$ cat src/rtl/stop_game_pkg.sv
// rtl/stop_game_pkg.sv - shared types and helpers for the stop-the-counter game
package stop_game_pkg;

  localparam int MAX_LIVES = 8;

  typedef enum logic [2:0] {
    S_COUNT,
    S_JUDGE,
    S_RELEASE,
    S_WON,
    S_LOST
  } state_t;

  function automatic int level_w(input int levels);
    return (levels < 1) ? 1 : $clog2(levels + 1);
  endfunction

  // Thermometer bar sized for the largest supported life count; callers keep the low LIVES bits.
  function automatic logic [MAX_LIVES-1:0] therm(input logic [3:0] lives);
    logic [MAX_LIVES-1:0] bar;
    bar = '0;
    for (int i = 0; i < MAX_LIVES; i++) begin
      bar[i] = (i < int'(lives));
    end
    return bar;
  endfunction

endpackage

$ cat src/rtl/stop_game_if.sv
// rtl/stop_game_if.sv - player controls and board display bundle for stop_game_core
interface stop_game_if #(
  parameter int CNT_W  = 4,
  parameter int LIVES  = 4,
  parameter int LEVELS = 3
);
  localparam int LVL_W = stop_game_pkg::level_w(LEVELS);

  logic             stop_btn;
  logic             restart;
  logic [CNT_W-1:0] counter;
  logic [LIVES-1:0] lives_bar;
  logic [LVL_W-1:0] level;
  logic             hit_pulse;
  logic             miss_pulse;
  logic             won_led;
  logic             lost_led;

  modport master (
    output stop_btn, restart,
    input  counter, lives_bar, level, hit_pulse, miss_pulse, won_led, lost_led
  );

  modport slave (
    input  stop_btn, restart,
    output counter, lives_bar, level, hit_pulse, miss_pulse, won_led, lost_led
  );
endinterface

$ cat src/rtl/tick_prescaler.sv
// rtl/tick_prescaler.sv - programmable divider producing a one-cycle tick every div enabled cycles
module tick_prescaler #(
  parameter int DIV_W = 4
) (
  input  logic             clk,
  input  logic             rst,
  input  logic             clr,
  input  logic             en,
  input  logic [DIV_W-1:0] div,
  output logic             tick
);
  logic [DIV_W-1:0] cnt;

  assign tick = en & (cnt == div - DIV_W'(1));

  always_ff @(posedge clk or posedge rst) begin
    if (rst) begin
      cnt <= '0;
    end else if (clr) begin
      cnt <= '0;
    end else if (en) begin
      cnt <= tick ? '0 : cnt + DIV_W'(1);
    end
  end
endmodule

$ cat src/rtl/stop_game_core.sv
// rtl/stop_game_core.sv - multi-level stop-the-counter game; LEVEL_SPEEDUP_EN halves the tick period per cleared level
module stop_game_core
  import stop_game_pkg::*;
#(
  parameter int CNT_W    = 4,
  parameter int TARGET   = 9,
  parameter int LIVES    = 4,
  parameter int LEVELS   = 3,
  parameter int TICK_DIV = 1
) (
  input  logic        clk,
  input  logic        rst,
  stop_game_if.slave  gif
);
  localparam int               LVL_W      = level_w(LEVELS);
  localparam int               DIV_W      = $clog2(TICK_DIV + 1);
  localparam logic [3:0]       LIVES_INIT = 4'(LIVES);
  localparam logic [LVL_W-1:0] LEVELS_W   = LVL_W'(LEVELS);
  localparam logic [CNT_W-1:0] TARGET_W   = CNT_W'(TARGET);
  localparam logic [DIV_W-1:0] DIV_INIT   = DIV_W'(TICK_DIV);

  state_t               state, state_n;
  logic [CNT_W-1:0]     counter_q, counter_n;
  logic [3:0]           lives_q, lives_n;
  logic [LVL_W-1:0]     level_q, level_n;
  logic                 hit_q, hit_n;
  logic                 miss_q, miss_n;
  logic                 btn_q;
  logic                 stop_edge;
  logic                 counting;
  logic                 presc_clr;
  logic                 tick;
  logic [DIV_W-1:0]     div;
  logic [MAX_LIVES-1:0] bar_full;
  logic                 unused_bar;

`ifdef LEVEL_SPEEDUP_EN
  logic [DIV_W-1:0] div_n;
  logic [DIV_W-1:0] div_scaled;
  assign div_scaled = DIV_INIT >> level_q;
`else
  assign div = DIV_INIT;
`endif

  // btn_q powers up high so a button held through reset or restart needs a release first.
  assign stop_edge = gif.stop_btn & ~btn_q;
  assign counting  = (state == S_COUNT);

  tick_prescaler #(.DIV_W(DIV_W)) u_prescaler (
    .clk  (clk),
    .rst  (rst),
    .clr  (presc_clr),
    .en   (counting),
    .div  (div),
    .tick (tick)
  );

  always_comb begin
    state_n   = state;
    counter_n = counter_q;
    lives_n   = lives_q;
    level_n   = level_q;
    hit_n     = 1'b0;
    miss_n    = 1'b0;
    presc_clr = 1'b0;
`ifdef LEVEL_SPEEDUP_EN
    div_n     = div;
`endif
    if (gif.restart) begin
      state_n   = S_COUNT;
      counter_n = '0;
      lives_n   = LIVES_INIT;
      level_n   = '0;
      presc_clr = 1'b1;
`ifdef LEVEL_SPEEDUP_EN
      div_n     = DIV_INIT;
`endif
    end else begin
      case (state)
        S_COUNT: begin
          // A stop landing on a tick freezes the value the player saw.
          if (stop_edge) begin
            state_n = S_JUDGE;
          end else if (tick) begin
            counter_n = counter_q + CNT_W'(1);
          end
        end
        S_JUDGE: begin
          if (counter_q == TARGET_W) begin
            hit_n   = 1'b1;
            level_n = level_q + LVL_W'(1);
            state_n = (level_n == LEVELS_W) ? S_WON : S_RELEASE;
          end else begin
            miss_n = 1'b1;
            if (lives_q != 4'd0) begin
              lives_n = lives_q - 4'd1;
            end
            state_n = (lives_q <= 4'd1) ? S_LOST : S_RELEASE;
          end
        end
        S_RELEASE: begin
          if (!gif.stop_btn) begin
            counter_n = '0;
            presc_clr = 1'b1;
            state_n   = S_COUNT;
`ifdef LEVEL_SPEEDUP_EN
            div_n     = (div_scaled == '0) ? DIV_W'(1) : div_scaled;
`endif
          end
        end
        S_WON, S_LOST: begin
        end
        default: begin
          state_n = S_COUNT;
        end
      endcase
    end
  end

  always_ff @(posedge clk or posedge rst) begin
    if (rst) begin
      state     <= S_COUNT;
      counter_q <= '0;
      lives_q   <= LIVES_INIT;
      level_q   <= '0;
      hit_q     <= 1'b0;
      miss_q    <= 1'b0;
      btn_q     <= 1'b1;
`ifdef LEVEL_SPEEDUP_EN
      div       <= DIV_INIT;
`endif
    end else begin
      state     <= state_n;
      counter_q <= counter_n;
      lives_q   <= lives_n;
      level_q   <= level_n;
      hit_q     <= hit_n;
      miss_q    <= miss_n;
      btn_q     <= gif.restart | gif.stop_btn;
`ifdef LEVEL_SPEEDUP_EN
      div       <= div_n;
`endif
    end
  end

  assign bar_full       = therm(lives_q);
  assign unused_bar     = ^bar_full;
  assign gif.lives_bar  = bar_full[LIVES-1:0];
  assign gif.counter    = counter_q;
  assign gif.level      = level_q;
  assign gif.hit_pulse  = hit_q;
  assign gif.miss_pulse = miss_q;
  assign gif.won_led    = (state == S_WON);
  assign gif.lost_led   = (state == S_LOST);
endmodule

$ cat src/flat_wrapper.sv
// flat-port wrapper written by rule: the top's interface ports become plain ports
module stop_game_core_flat import stop_game_pkg::*;
#(
  parameter int CNT_W    = 4,
  parameter int TARGET   = 9,
  parameter int LIVES    = 4,
  parameter int LEVELS   = 3,
  parameter int TICK_DIV = 1
)
  (clk, rst, gif_stop_btn, gif_restart, gif_counter, gif_lives_bar, gif_level, gif_hit_pulse, gif_miss_pulse, gif_won_led, gif_lost_led);
  stop_game_if #(.CNT_W(CNT_W), .LIVES(LIVES), .LEVELS(LEVELS)) gif_i ();
  input  logic clk;
  input  logic rst;
  input wire logic [$bits(gif_i.stop_btn)-1:0] gif_stop_btn;
  input wire logic [$bits(gif_i.restart)-1:0] gif_restart;
  output wire logic [$bits(gif_i.counter)-1:0] gif_counter;
  output wire logic [$bits(gif_i.lives_bar)-1:0] gif_lives_bar;
  output wire logic [$bits(gif_i.level)-1:0] gif_level;
  output wire logic [$bits(gif_i.hit_pulse)-1:0] gif_hit_pulse;
  output wire logic [$bits(gif_i.miss_pulse)-1:0] gif_miss_pulse;
  output wire logic [$bits(gif_i.won_led)-1:0] gif_won_led;
  output wire logic [$bits(gif_i.lost_led)-1:0] gif_lost_led;
  assign gif_i.stop_btn = gif_stop_btn;
  assign gif_i.restart = gif_restart;
  assign gif_counter = gif_i.counter;
  assign gif_lives_bar = gif_i.lives_bar;
  assign gif_level = gif_i.level;
  assign gif_hit_pulse = gif_i.hit_pulse;
  assign gif_miss_pulse = gif_i.miss_pulse;
  assign gif_won_led = gif_i.won_led;
  assign gif_lost_led = gif_i.lost_led;
  stop_game_core #(.CNT_W(CNT_W), .TARGET(TARGET), .LIVES(LIVES), .LEVELS(LEVELS), .TICK_DIV(TICK_DIV)) u_core (.clk(clk), .rst(rst), .gif(gif_i));
endmodule
$ cat config.mk
export PLATFORM = sky130hd
export DESIGN_NAME = stop_game_core_flat
export DESIGN_NICKNAME = d
export VERILOG_FILES = /design/src/rtl/stop_game_pkg.sv /design/src/rtl/stop_game_if.sv /design/src/rtl/tick_prescaler.sv /design/src/rtl/stop_game_core.sv /design/src/flat_wrapper.sv
export SDC_FILE = /design/constraint.sdc
export NUM_CORES = 1
export LEC_CHECK = 0
export BUFFER_PORTS_ARGS = -buffer_cell sky130_fd_sc_hd__buf_2
export CAP_MARGIN = 5
export CORE_ASPECT_RATIO = 1.2
export CORE_MARGIN = 4
export CORE_UTILIZATION = 53
export DETAILED_ROUTE_END_ITERATION = 6
export GPL_ROUTABILITY_DRIVEN = 0
export GPL_TIMING_DRIVEN = 0
export PLACE_DENSITY_LB_ADDON = 0.25
export SYNTH_ARGS = -nofsm -noshare
export SYNTH_HDL_FRONTEND = slang
export SYNTH_SLANG_ARGS = --single-unit
$ cat constraint.sdc
create_clock -name clk -period 1.9 [get_ports clk]
set_input_delay 0.19 -clock clk [delete_from_list [all_inputs] [get_ports clk]]
set_output_delay 0.19 -clock clk [all_outputs]
set_load 0.02 [all_outputs]
==> results.sh <==
export IMPL_outcome="finished with violations"
export IMPL_violations="negative hold slack"
export IMPL_r2r_cells=5
export IMPL_ys_seq_elements=17
export IMPL_cpPeakStageDelay_ns=0.43
export IMPL_cp_end_kind="primary output"
export IMPL_slew_violations=0
export IMPL_vias=776
export IMPL_drc_errors=0
export IMPL_first_pass_iters=4
export IMPL_crit_chain="inv_1 > ha_1 > or3b_1 > buf_2"
export IMPL_cts_tree="yes"
export IMPL_hold_viol_final=15
export IMPL_die_w_um=47.4
export IMPL_syn_inst=103
export IMPL_start_util=0.582
export IMPL_area_growth_pct=13.0
export IMPL_worst_path_max_delay_cell="dfrtp_1"
export IMPL_n_antenna_cell=0
export IMPL_postRouteAntennaNets=0
export IMPL_clkLatencyLatePin_ns=0.29
export IMPL_synth_xor_area_frac=0.0177
export IMPL_clock_sinks=17
export IMPL_worstMarginPinSlew_ns=0.631
export IMPL_p_per_area_mw_per_mm2=658
export IMPL_synth_simple_gate_area_frac=0.286
export IMPL_syn_avg_cell_area_um2=9.61
export IMPL_fin_hold_ws_ns=-0.0331
export IMPL_r2r_slack_ns=0.20
export IMPL_rows=16
export IMPL_setup_violations=0
export IMPL_synth_edf_count=0
export IMPL_post_dp_hpwl_um=1430
export IMPL_cts_buffers=3
export IMPL_grt_overflow=0
export IMPL_cp_arrival_ns=1.57
export IMPL_hold_class="primary input to asynchronous set/reset pin"
export IMPL_synthMuxAreaShare=0.0405
export IMPL_final_net_count=134
export IMPL_route_met3_wl_um=57
export IMPL_timing_rr_end="u_core.lives_q[1]$_DFFE_PP0P_"
export IMPL_finalSetupTns_ns=0
export IMPL_grt_pass1_vias=730
export IMPL_fin_crit_sh=0.927
export IMPL_required_ns=1.71
export IMPL_yosysSeqAreaShare=0.432
export IMPL_netlist_top_cell_by_area="dfrtp_1"
export IMPL_post_cts_setup_buffers=0
export IMPL_core_mm2=0.00170
export IMPL_ctsResizeCount=0
export IMPL_die_h_um=55.3
export IMPL_fin_crit_ns=1.76
export IMPL_r2r_start="u_core.lives_q[1]$_DFFE_PP0P_"
export IMPL_synth_compound_area_frac=0.0936
export IMPL_grt_max_degree=18
export IMPL_synth_top_family_by_area="simple AND/OR/NAND/NOR gates"
export IMPL_fmax_mhz=568
export IMPL_dieArea_mm2=0.00263
export IMPL_vias_per_cell=5.50
export IMPL_finClkSkew_ns=0.00605
export IMPL_async_flop_share=1.00
export IMPL_syn_num_nets=113
export IMPL_met2_length_um=978
export IMPL_clock_path_buffers=2
export IMPL_io_pins=18
export IMPL_drive_gt1_frac=0.220
export IMPL_drv_cap=0
export IMPL_clkTransAtPathRegs_ns=0.10
export IMPL_routed_wl_um=1830
export IMPL_worstSetupStartpointType="flip-flop"
export IMPL_synthTopCellsByArea="dfrtp_1 38%, ha_1 7.6%, dfstp_2 5.3%"
export IMPL_fin_ws_ns=0.139
export IMPL_p_leak_nw=0.534
export IMPL_syn_area_um2=990
export IMPL_yosysWarnings=0
export IMPL_grt_pass1_wl_um=3130
export IMPL_crit_path_max_fanout=4
export IMPL_synth_distinct_cells=33
export IMPL_peakVddDrop_uv=422
export IMPL_slew_headroom=0.579
export IMPL_pre_cts_ws_ns=0.216
export IMPL_routed_top_layer="met4"
export IMPL_h_tree_depth=1
export IMPL_root_buffer="clkbuf_4"
export IMPL_final_common_cell="buf_2"
export IMPL_cts_hold_buf=0
export IMPL_port_buffers=16
export IMPL_rsz0062_at_grt="no"
export IMPL_crit_type="flip-flop to primary output"
export IMPL_yosys_area_top_type_share=0.379
export IMPL_drt_initial_drc_count=9
export IMPL_yosys_area_share_adder=0.0759
export IMPL_wl_per_cell_um=13.0
export IMPL_met1Wirelength_um=766
export IMPL_synth_ff_type="dfrtp_1"
export IMPL_final_cell_mix="17 x buf_2, 15 x dfrtp_1, 13 x nor2_1, 7 x nand2_1"
export IMPL_grtUsageTotal=0.156
export IMPL_antenna_found_initial=0
worst max path at each step:
stage / startpoint / endpoint / slack (ns) / cells after the start
final: u_core.lives_q[1]$_DFFE_PP0P_ / gif_lives_bar[0] / 0.14 / 4
after global routing: u_core.lives_q[1]$_DFFE_PP0P_ / gif_lives_bar[0] / 0.08 / 4
after CTS: u_core.lives_q[1]$_DFFE_PP0P_ / gif_lives_bar[0] / 0.13 / 4
after detailed placement: u_core.lives_q[1]$_DFFE_PP0P_ / u_core.lives_q[1]$_DFFE_PP0P_ / 0.22 / 5
after global placement: u_core.gif.counter[0]$_DFFE_PP0P_ / u_core.state[2]$_DFFE_PP0P_ / 0.24 / 4
after floorplan: u_core.gif.counter[1]$_DFFE_PP0P_ / u_core.state[2]$_DFFE_PP0P_ / 0.20 / 5
critical path: cells and delay by family (launching register included):
family                     cells  cell delay, ns
and+or+nand+nor                1            0.38
adders and majority gates      1            0.21
buffers and inverters          2            0.27
DFF                            1            0.43
final cells by class:
cell class	instances	area, µm²
sequential	17	428
buffer	6	31.3
inverter	6	22.5
fill	148	583
multi-input combinational	74	508
tap	18	22.5
timing repair buffer	16	80.1
clock buffer	4	26.3
Yosys cell counts (all sizes together) (3+ instances only):
cell    number
inv          6
nand2        7
ha           6
nand3        4
nand2b       5
mux2i        4
a21oi        6
nor4         4
dfrtp       15
nor3b        5
nor3         3
clkbuf       4
nor2        13
where the power goes:
group	switching (mW)	total (mW)	internal, mW
sequential	0.0196	0.400	0.380
clock	0.109	0.191	0.0816
combinational	0.0868	0.145	0.0586
total	0.216	0.736	0.520
state kept, by name (all words and copies together) (netlist names):
signal	cells
u_core.lives_q	4
u_core.btn_q	1
u_core.u_prescaler.cnt	1
u_core.gif.miss_pulse	1
u_core.gif.counter	4
u_core.gif.hit_pulse	1
u_core.state	3
u_core.gif.level	2
stage by stage:
step                 util  hold WS (ns)  power [mW]  cell area [µm²]  std cells
detailed placement  0.642         0.314       0.555             1090        137
global placement    0.642         0.297       0.549             1090        137
floorplan               -         0.115       0.514              990        103
global route        0.657        0.0299       0.773             1120        141
CTS                 0.657      0.000976       0.743             1120        141
finish              0.657       -0.0331       0.736             1120        141
cell families after synthesis:
group	count (synthesis)
xor+xnor	2
simple gates	50
buf+inv	12
mux	4
compound gates	12
fa+ha+maj	6
flops	17
per-layer routing:
metal,GRT usage,vias up
li1,-,396
met1,0.180,364
met2,0.278,12
met3,0.0195,4
met4,0.0474,0
met5,0,-
No activity file was read; power rests on OpenSTA's default activity.
